==> src/rtl/pool2_maxpool_reader.sv <==
// 2x2 / stride-2 max-pool over the conv2 result buffer (CH maps of IN_DIM x IN_DIM).
// One read per cycle through a 1-cycle-latency port; one write per pooled window.
module pool2_maxpool_reader #(
  parameter int CH      = 32,
  parameter int IN_DIM  = 14,
  parameter int OUT_DIM = 7,
  parameter int DW      = 32,
  parameter int RA_W    = 13,
  parameter int WA_W    = 11
) (
  input  logic                 clk,
  input  logic                 reset,
  input  logic                 start,
  output logic                 busy,
  output logic                 done,
  output logic                 rd_en,
  output logic [RA_W-1:0]      rd_addr,
  input  logic signed [DW-1:0] rd_data,
  output logic                 wr_en,
  output logic [WA_W-1:0]      wr_addr,
  output logic signed [DW-1:0] wr_data
);

  localparam int C_W = (CH > 1) ? $clog2(CH) : 1;
  localparam int O_W = (OUT_DIM > 1) ? $clog2(OUT_DIM) : 1;

  localparam logic [C_W-1:0]  C_LAST   = C_W'(CH - 1);
  localparam logic [O_W-1:0]  O_LAST   = O_W'(OUT_DIM - 1);
  localparam logic [WA_W-1:0] WIN_LAST = WA_W'(CH * OUT_DIM * OUT_DIM - 1);

  // Offsets of the four window taps from the window's top-left address, and the
  // step from one window's top-left to the next (wrapping to the next row pair
  // or next map both advance by IN_DIM+2).
  localparam logic [RA_W-1:0] OFF_R     = RA_W'(1);
  localparam logic [RA_W-1:0] OFF_D     = RA_W'(IN_DIM);
  localparam logic [RA_W-1:0] OFF_DR    = RA_W'(IN_DIM + 1);
  localparam logic [RA_W-1:0] STEP_COL  = RA_W'(2);
  localparam logic [RA_W-1:0] STEP_WRAP = RA_W'(IN_DIM + 2);

  typedef enum logic [1:0] {
    S_IDLE,
    S_READ,
    S_DRAIN,
    S_DONE
  } state_t;

  state_t state, state_nxt;

  logic [C_W-1:0]  c_p0;
  logic [O_W-1:0]  oi_p0;
  logic [O_W-1:0]  oj_p0;
  logic [1:0]      sub_p0;
  logic [RA_W-1:0] win_base_p0;

  logic            vld_p1;
  logic [1:0]      sub_p1;

  logic signed [DW-1:0] max_p2;
  logic signed [DW-1:0] max_nxt;
  logic [WA_W-1:0]      win_p2;

  logic start_acc;
  logic last_rd;
  logic last_wr;

  function automatic logic signed [DW-1:0] pick_max(input logic signed [DW-1:0] cur,
                                                    input logic signed [DW-1:0] cand);
    // Strictly greater replaces; ties keep the held value.
    return (cand > cur) ? cand : cur;
  endfunction

  assign start_acc = (state == S_IDLE) && start;
  assign last_rd   = rd_en && (sub_p0 == 2'd3) && (c_p0 == C_LAST) &&
                     (oi_p0 == O_LAST) && (oj_p0 == O_LAST);
  assign last_wr   = wr_en && (wr_addr == WIN_LAST);

  always_ff @(posedge clk or posedge reset) begin
    if (reset) state <= S_IDLE;
    else       state <= state_nxt;
  end

  always_comb begin
    state_nxt = state;
    unique case (state)
      S_IDLE:  if (start)   state_nxt = S_READ;
      S_READ:  if (last_rd) state_nxt = S_DRAIN;
      S_DRAIN: if (last_wr) state_nxt = S_DONE;
      S_DONE:               state_nxt = S_IDLE;
      default:              state_nxt = S_IDLE;
    endcase
  end

  always_ff @(posedge clk or posedge reset) begin
    if (reset) begin
      busy <= 1'b0;
      done <= 1'b0;
    end else if (start_acc) begin
      busy <= 1'b1;
      done <= 1'b0;
    end else if ((state == S_DRAIN) && last_wr) begin
      busy <= 1'b0;
      done <= 1'b1;
    end
  end

  // ---- stage p0: read address generation ----
  always_ff @(posedge clk or posedge reset) begin
    if (reset) begin
      rd_en       <= 1'b0;
      rd_addr     <= '0;
      sub_p0      <= '0;
      c_p0        <= '0;
      oi_p0       <= '0;
      oj_p0       <= '0;
      win_base_p0 <= '0;
    end else if (start_acc) begin
      rd_en       <= 1'b1;
      rd_addr     <= '0;
      sub_p0      <= '0;
      c_p0        <= '0;
      oi_p0       <= '0;
      oj_p0       <= '0;
      win_base_p0 <= '0;
    end else if (rd_en) begin
      if (last_rd) begin
        rd_en <= 1'b0;
      end else begin
        sub_p0 <= sub_p0 + 2'd1;
        unique case (sub_p0)
          2'd0: rd_addr <= win_base_p0 + OFF_R;
          2'd1: rd_addr <= win_base_p0 + OFF_D;
          2'd2: rd_addr <= win_base_p0 + OFF_DR;
          default: begin
            if (oj_p0 == O_LAST) begin
              rd_addr     <= win_base_p0 + STEP_WRAP;
              win_base_p0 <= win_base_p0 + STEP_WRAP;
              oj_p0       <= '0;
              if (oi_p0 == O_LAST) begin
                oi_p0 <= '0;
                c_p0  <= c_p0 + C_W'(1);
              end else begin
                oi_p0 <= oi_p0 + O_W'(1);
              end
            end else begin
              rd_addr     <= win_base_p0 + STEP_COL;
              win_base_p0 <= win_base_p0 + STEP_COL;
              oj_p0       <= oj_p0 + O_W'(1);
            end
          end
        endcase
      end
    end
  end

  // ---- stage p1: tag aligned with returning rd_data ----
  always_ff @(posedge clk or posedge reset) begin
    if (reset) begin
      vld_p1 <= 1'b0;
      sub_p1 <= '0;
    end else begin
      vld_p1 <= rd_en;
      sub_p1 <= sub_p0;
    end
  end

  // First tap loads directly so all-negative windows pool correctly.
  assign max_nxt = (sub_p1 == 2'd0) ? rd_data : pick_max(max_p2, rd_data);

  // ---- stage p2: running max and pooled write ----
  always_ff @(posedge clk) begin
    if (vld_p1) max_p2 <= max_nxt;
  end

  always_ff @(posedge clk or posedge reset) begin
    if (reset) begin
      wr_en   <= 1'b0;
      wr_addr <= '0;
      wr_data <= '0;
      win_p2  <= '0;
    end else begin
      wr_en <= vld_p1 && (sub_p1 == 2'd3);
      if (start_acc) win_p2 <= '0;
      if (vld_p1 && (sub_p1 == 2'd3)) begin
        wr_addr <= win_p2;
        wr_data <= max_nxt;
        win_p2  <= win_p2 + WA_W'(1);
      end
    end
  end

endmodule

==> config.mk <==
export PLATFORM = sky130hd
export DESIGN_NAME = pool2_maxpool_reader
export DESIGN_NICKNAME = d
export VERILOG_FILES = /design/src/rtl/pool2_maxpool_reader.sv
export SDC_FILE = /design/constraint.sdc
export NUM_CORES = 1
export LEC_CHECK = 0
export ABC_AREA = 1
export BUFFER_PORTS_ARGS = -buffer_cell sky130_fd_sc_hd__buf_4
export CAP_MARGIN = 10
export CORE_MARGIN = 2
export CORE_UTILIZATION = 30
export DETAILED_ROUTE_END_ITERATION = 6
export PLACE_DENSITY = 0.44
export SYNTH_ARGS = -nofsm -noshare
export SYNTH_HDL_FRONTEND = slang
export SYNTH_SLANG_ARGS = --single-unit
==> constraint.sdc <==
create_clock -name clk -period 8 [get_ports clk]
set_input_delay 1.2 -clock clk [delete_from_list [all_inputs] [get_ports clk]]
set_output_delay 1.2 -clock clk [all_outputs]
set_load 0.01 [all_outputs]
==> metrics.json <==
{
  "finish.utilization": 0.371,
  "syn_inst": 913,
  "final-seq-area_mm2": 0.00349,
  "most_repeated_library_cell_on_the_critical_path": "sky130_fd_sc_hd__nand2_1",
  "dp.final_hpwl_mm": 13.6,
  "delay_heaviest_family_cp": "simple AND/OR/NAND/NOR gates",
  "synth-warning-count": 0,
  "globalRouteOverflowTotal": 0,
  "die_w_um": 162,
  "worst_skew_pair.late_latency_ns": 0.42,
  "async_flop_share": 0.759,
  "switching_share": 0.419,
  "num-fill-cells": 2561,
  "seq_power_share": 0.329,
  "netlist_area_mm2": 0.00751,
  "avgSynthCellArea_um2": 8.22,
  "wp_data_required_ns": 8.17,
  "port-buffer-count": 94,
  "rsz_0062_raised_after_global_routing": "false",
  "final_period_minus_worst_setup_slack_ns": 3.41,
  "max_cap_violations": 0,
  "hp-class": "flip-flop to flip-flop",
  "timing.slew.headroom": 0.423,
  "wl_final_mm": 19.9,
  "crit_path_start_kind": "input port",
  "cp.buffers_inverters": 1,
  "cts.repair_timing.setup_buffer_count": 0,
  "clock-skew-final_ns": 0.0160,
  "highest_delay_cell_along_the_critical_path": "sky130_fd_sc_hd__nand2_4",
  "place.gp.congestion": 0.808,
  "result_of_the_run": "complete, no violations",
  "global_route.usage.total": 0.159,
  "first_global_vias": 6234,
  "floorplan_die_area_mm2": 0.0263,
  "cts_hold_repair.buffers": 0,
  "power_leakage_nw": 4.51,
  "dr.pass1.iters": 4,
  "final_layout_size_suffix_gt1_frac": 0.138,
  "synthTopCellsByArea": "sky130_fd_sc_hd__dfrtp_1 (34%), sky130_fd_sc_hd__edfxtp_1 (13%), sky130_fd_sc_hd__nand2_1 (11%)",
  "number_of_h_tree_levels": 4,
  "ys_ff_latch": 133,
  "fp.coreArea_mm2": 0.0245,
  "post-synth-top-area-fraction": 0.337,
  "boundaryPins": 95,
  "yosys.cell_count.top_type": "sky130_fd_sc_hd__nand2_1",
  "worst-slew-pin-transition_ns": 0.865,
  "cts_root_buf": "sky130_fd_sc_hd__clkbuf_16",
  "drtIter0Drc": 350,
  "timing.setup.critical_path_class": "input port to flip-flop",
  "floorplan.initialDensity": 0.307,
  "cts_buffers": 17,
  "antenna_violating_nets_post_route": 0,
  "layout.nets": 1088,
  "cts.path.max_buffers": 2,
  "timing_max_transition_violations_final": 0,
  "timing.setup.tns_ns": 0,
  "cts_repair_resize_count": 0,
  "final_min_period_over_clock_period": 0.426,
  "achievable-frequency_mhz": 293,
  "ir_drop_v": 0.000137,
  "wire_length_of_the_first_global_routing_pass_mm": 32.8,
  "power.combinational.fraction": 0.465,
  "worst_path_largest_cell_delay_ns": 0.50,
  "count_of_unique_library_cells_instantiated_by_yosys": 43,
  "p_switching_w": 0.00151,
  "crit_path_cell_trace": "buf_4 -> ha_1 -> nand2_1 -> nor2_2 -> nand2_1 -> nor2_2 -> nand2_1 -> nand2_1 -> nor2_1 -> nand3_1 -> nand3_4 -> nand2_4 -> nand2_1 -> and2_1",
  "area_delta_synth_final_pct": 20.7,
  "tritoncts_clock_tree": "yes",
  "power_per_cell_area_mw_per_mm2": 399,
  "mappedNetlistNets": 998,
  "routedWlPerCell_um": 14.9,
  "grt_antenna_before_repair": 0,
  "synth_top_flop_cell": "sky130_fd_sc_hd__dfrtp_1",
  "area_of_the_multi_input_gates_mm2": 0.00337,
  "route.detailed.drc": 0,
  "synth-edff-count": 32,
  "num_rows": 57,
  "die_h_um": 162,
  "via_per_inst": 4.64,
  "cp_max_fo": 33,
  "yosysTopAreaCell": "sky130_fd_sc_hd__dfrtp_1",
  "antenna_cells": 0,
  "part_of_the_yosys_area_used_for_sequential_elements": 0.465,
  "tritoncts_num_sinks": 133,
  "clock_power_share": 0.206,
  "routed-via-count": 6218,
  "setup-violations-final": 0,
  "critPathArrivalTime_ns": 3.57,
  "clk_pin_slew_ns": 0.06,
  "synth.top_cells.by_count": "sky130_fd_sc_hd__nand2_1 (214), sky130_fd_sc_hd__inv_1 (136), sky130_fd_sc_hd__dfrtp_1 (101)",
  "finalHoldViolCount": 0,
  "grt_max_degree": 65,
  "power.internal_w": 0.00210,
  "end_kind": "flip-flop"
}
==> cells in the final DEF (no fill, tap or decap), drive strengths merged <==
cell	netlist	final
a21o	1	1
buf	11	99
a21oi	43	43
o32ai	3	3
nand3	99	99
o2bb2ai	1	1
a22oi	2	2
inv	136	138
o22a	1	1
nor3	13	13
o211ai	1	1
a22o	1	1
o22ai	8	8
or2	2	2
a31oi	4	4
clkinvlp	0	1
a32o	4	4
o21ai	61	61
nand4	7	7
and3	1	1
nor4	2	2
nand3b	1	1
nand2	215	215
ha	50	50
o221ai	2	2
nor4b	1	1
bufinv	0	1
edfxtp	32	32
nor2	44	44
clkbuf	17	22
a221oi	1	1
and2	32	32
clkinv	1	7
dfrtp	101	101
xor2	9	9
o21a	2	2
o31ai	4	4
==> cell families (layout without fill, tap and decap cells) <==
group	count (synthesis)	in the layout	share of synthesized area
buffers and inverters	165	268	0.0875
adders and majority gates	50	50	0.0833
and+or+nand+nor	417	417	0.249
xor gates and xnor gates	9	9	0.0105
DFF	133	133	0.465
AOI/OAI and AO/OA	139	139	0.105
==> layer usage <==
| metal | track usage | vias up | wire length, um |
|---|---|---|---|
| met2 | 0.272 | 115 | 9590 |
| met1 | 0.211 | 2904 | 9490 |
| met5 | 0 | - | 0 |
| met4 | 0.0338 | 0 | 128 |
| li1 | - | 3186 | - |
| met3 | 0.0301 | 13 | 712 |
==> power groups by stage <==
stage	combinational [W]	clock, W	sequential [W]
floorplan	0.00113	0	0.00122
global placement	0.00171	0	0.00120
detailed placement	0.00171	0	0.00120
CTS	0.00172	0.000764	0.00119
global route	0.00195	0.000795	0.00123
finish	0.00168	0.000744	0.00119
==> path summary, 6_finish.rpt <==
path / from / endpoint / slack (ns) / depth (start not counted)
worst min register to register: sub_p0[0] / sub_p1[0] / 0.47 / 0
worst max register to register: max_p2[31] / max_p2[17] / 5.13 / 14
min in group asynchronous: reset / state[1] / 0.82 / 2
worst min-delay path: sub_p0[0] / sub_p1[0] / 0.47 / 0
worst max-delay path: rd_data[31] / max_p2[17] / 4.59 / 14
max in group asynchronous: reset / rd_addr[5] / 5.91 / 3
==> layout make-up <==
class / count / area share
clock buffers: 22 / 0.0512
clock inverters: 10 / 0.00883
inverters: 137 / 0.0570
multi-input cells: 615 / 0.371
flip-flops and latches: 133 / 0.385
well taps: 324 / 0.0447
repair buffers: 99 / 0.0820
==> metrics by stage <==
step                std cells  power, W  hold WS (ns)  area [um2]  worst slack (ns)
CTS                      1340   0.00368         0.476        9060              4.53
global placement         1308   0.00290         0.467        8520              4.16
detailed placement       1308   0.00291         0.468        8520              4.09
global route             1340   0.00397         0.486        9060              4.33
finish                   1340   0.00361         0.470        9060              4.59
floorplan                 913   0.00235         0.423        7510              4.15
==> registers in the layout (all words and copies together) (netlist names) <==
register / count
wr_en: 1
max_p2: 32
state: 2
rd_en: 1
vld_p1: 1
sub_p0: 2
oi_p0: 3
c_p0: 5
wr_addr: 11
rd_addr: 13
oj_p0: 3
win_p2: 11
sub_p1: 2
busy: 1
wr_data: 32
done: 1
win_base_p0: 12
No activity file was read; power rests on OpenSTA's default activity.
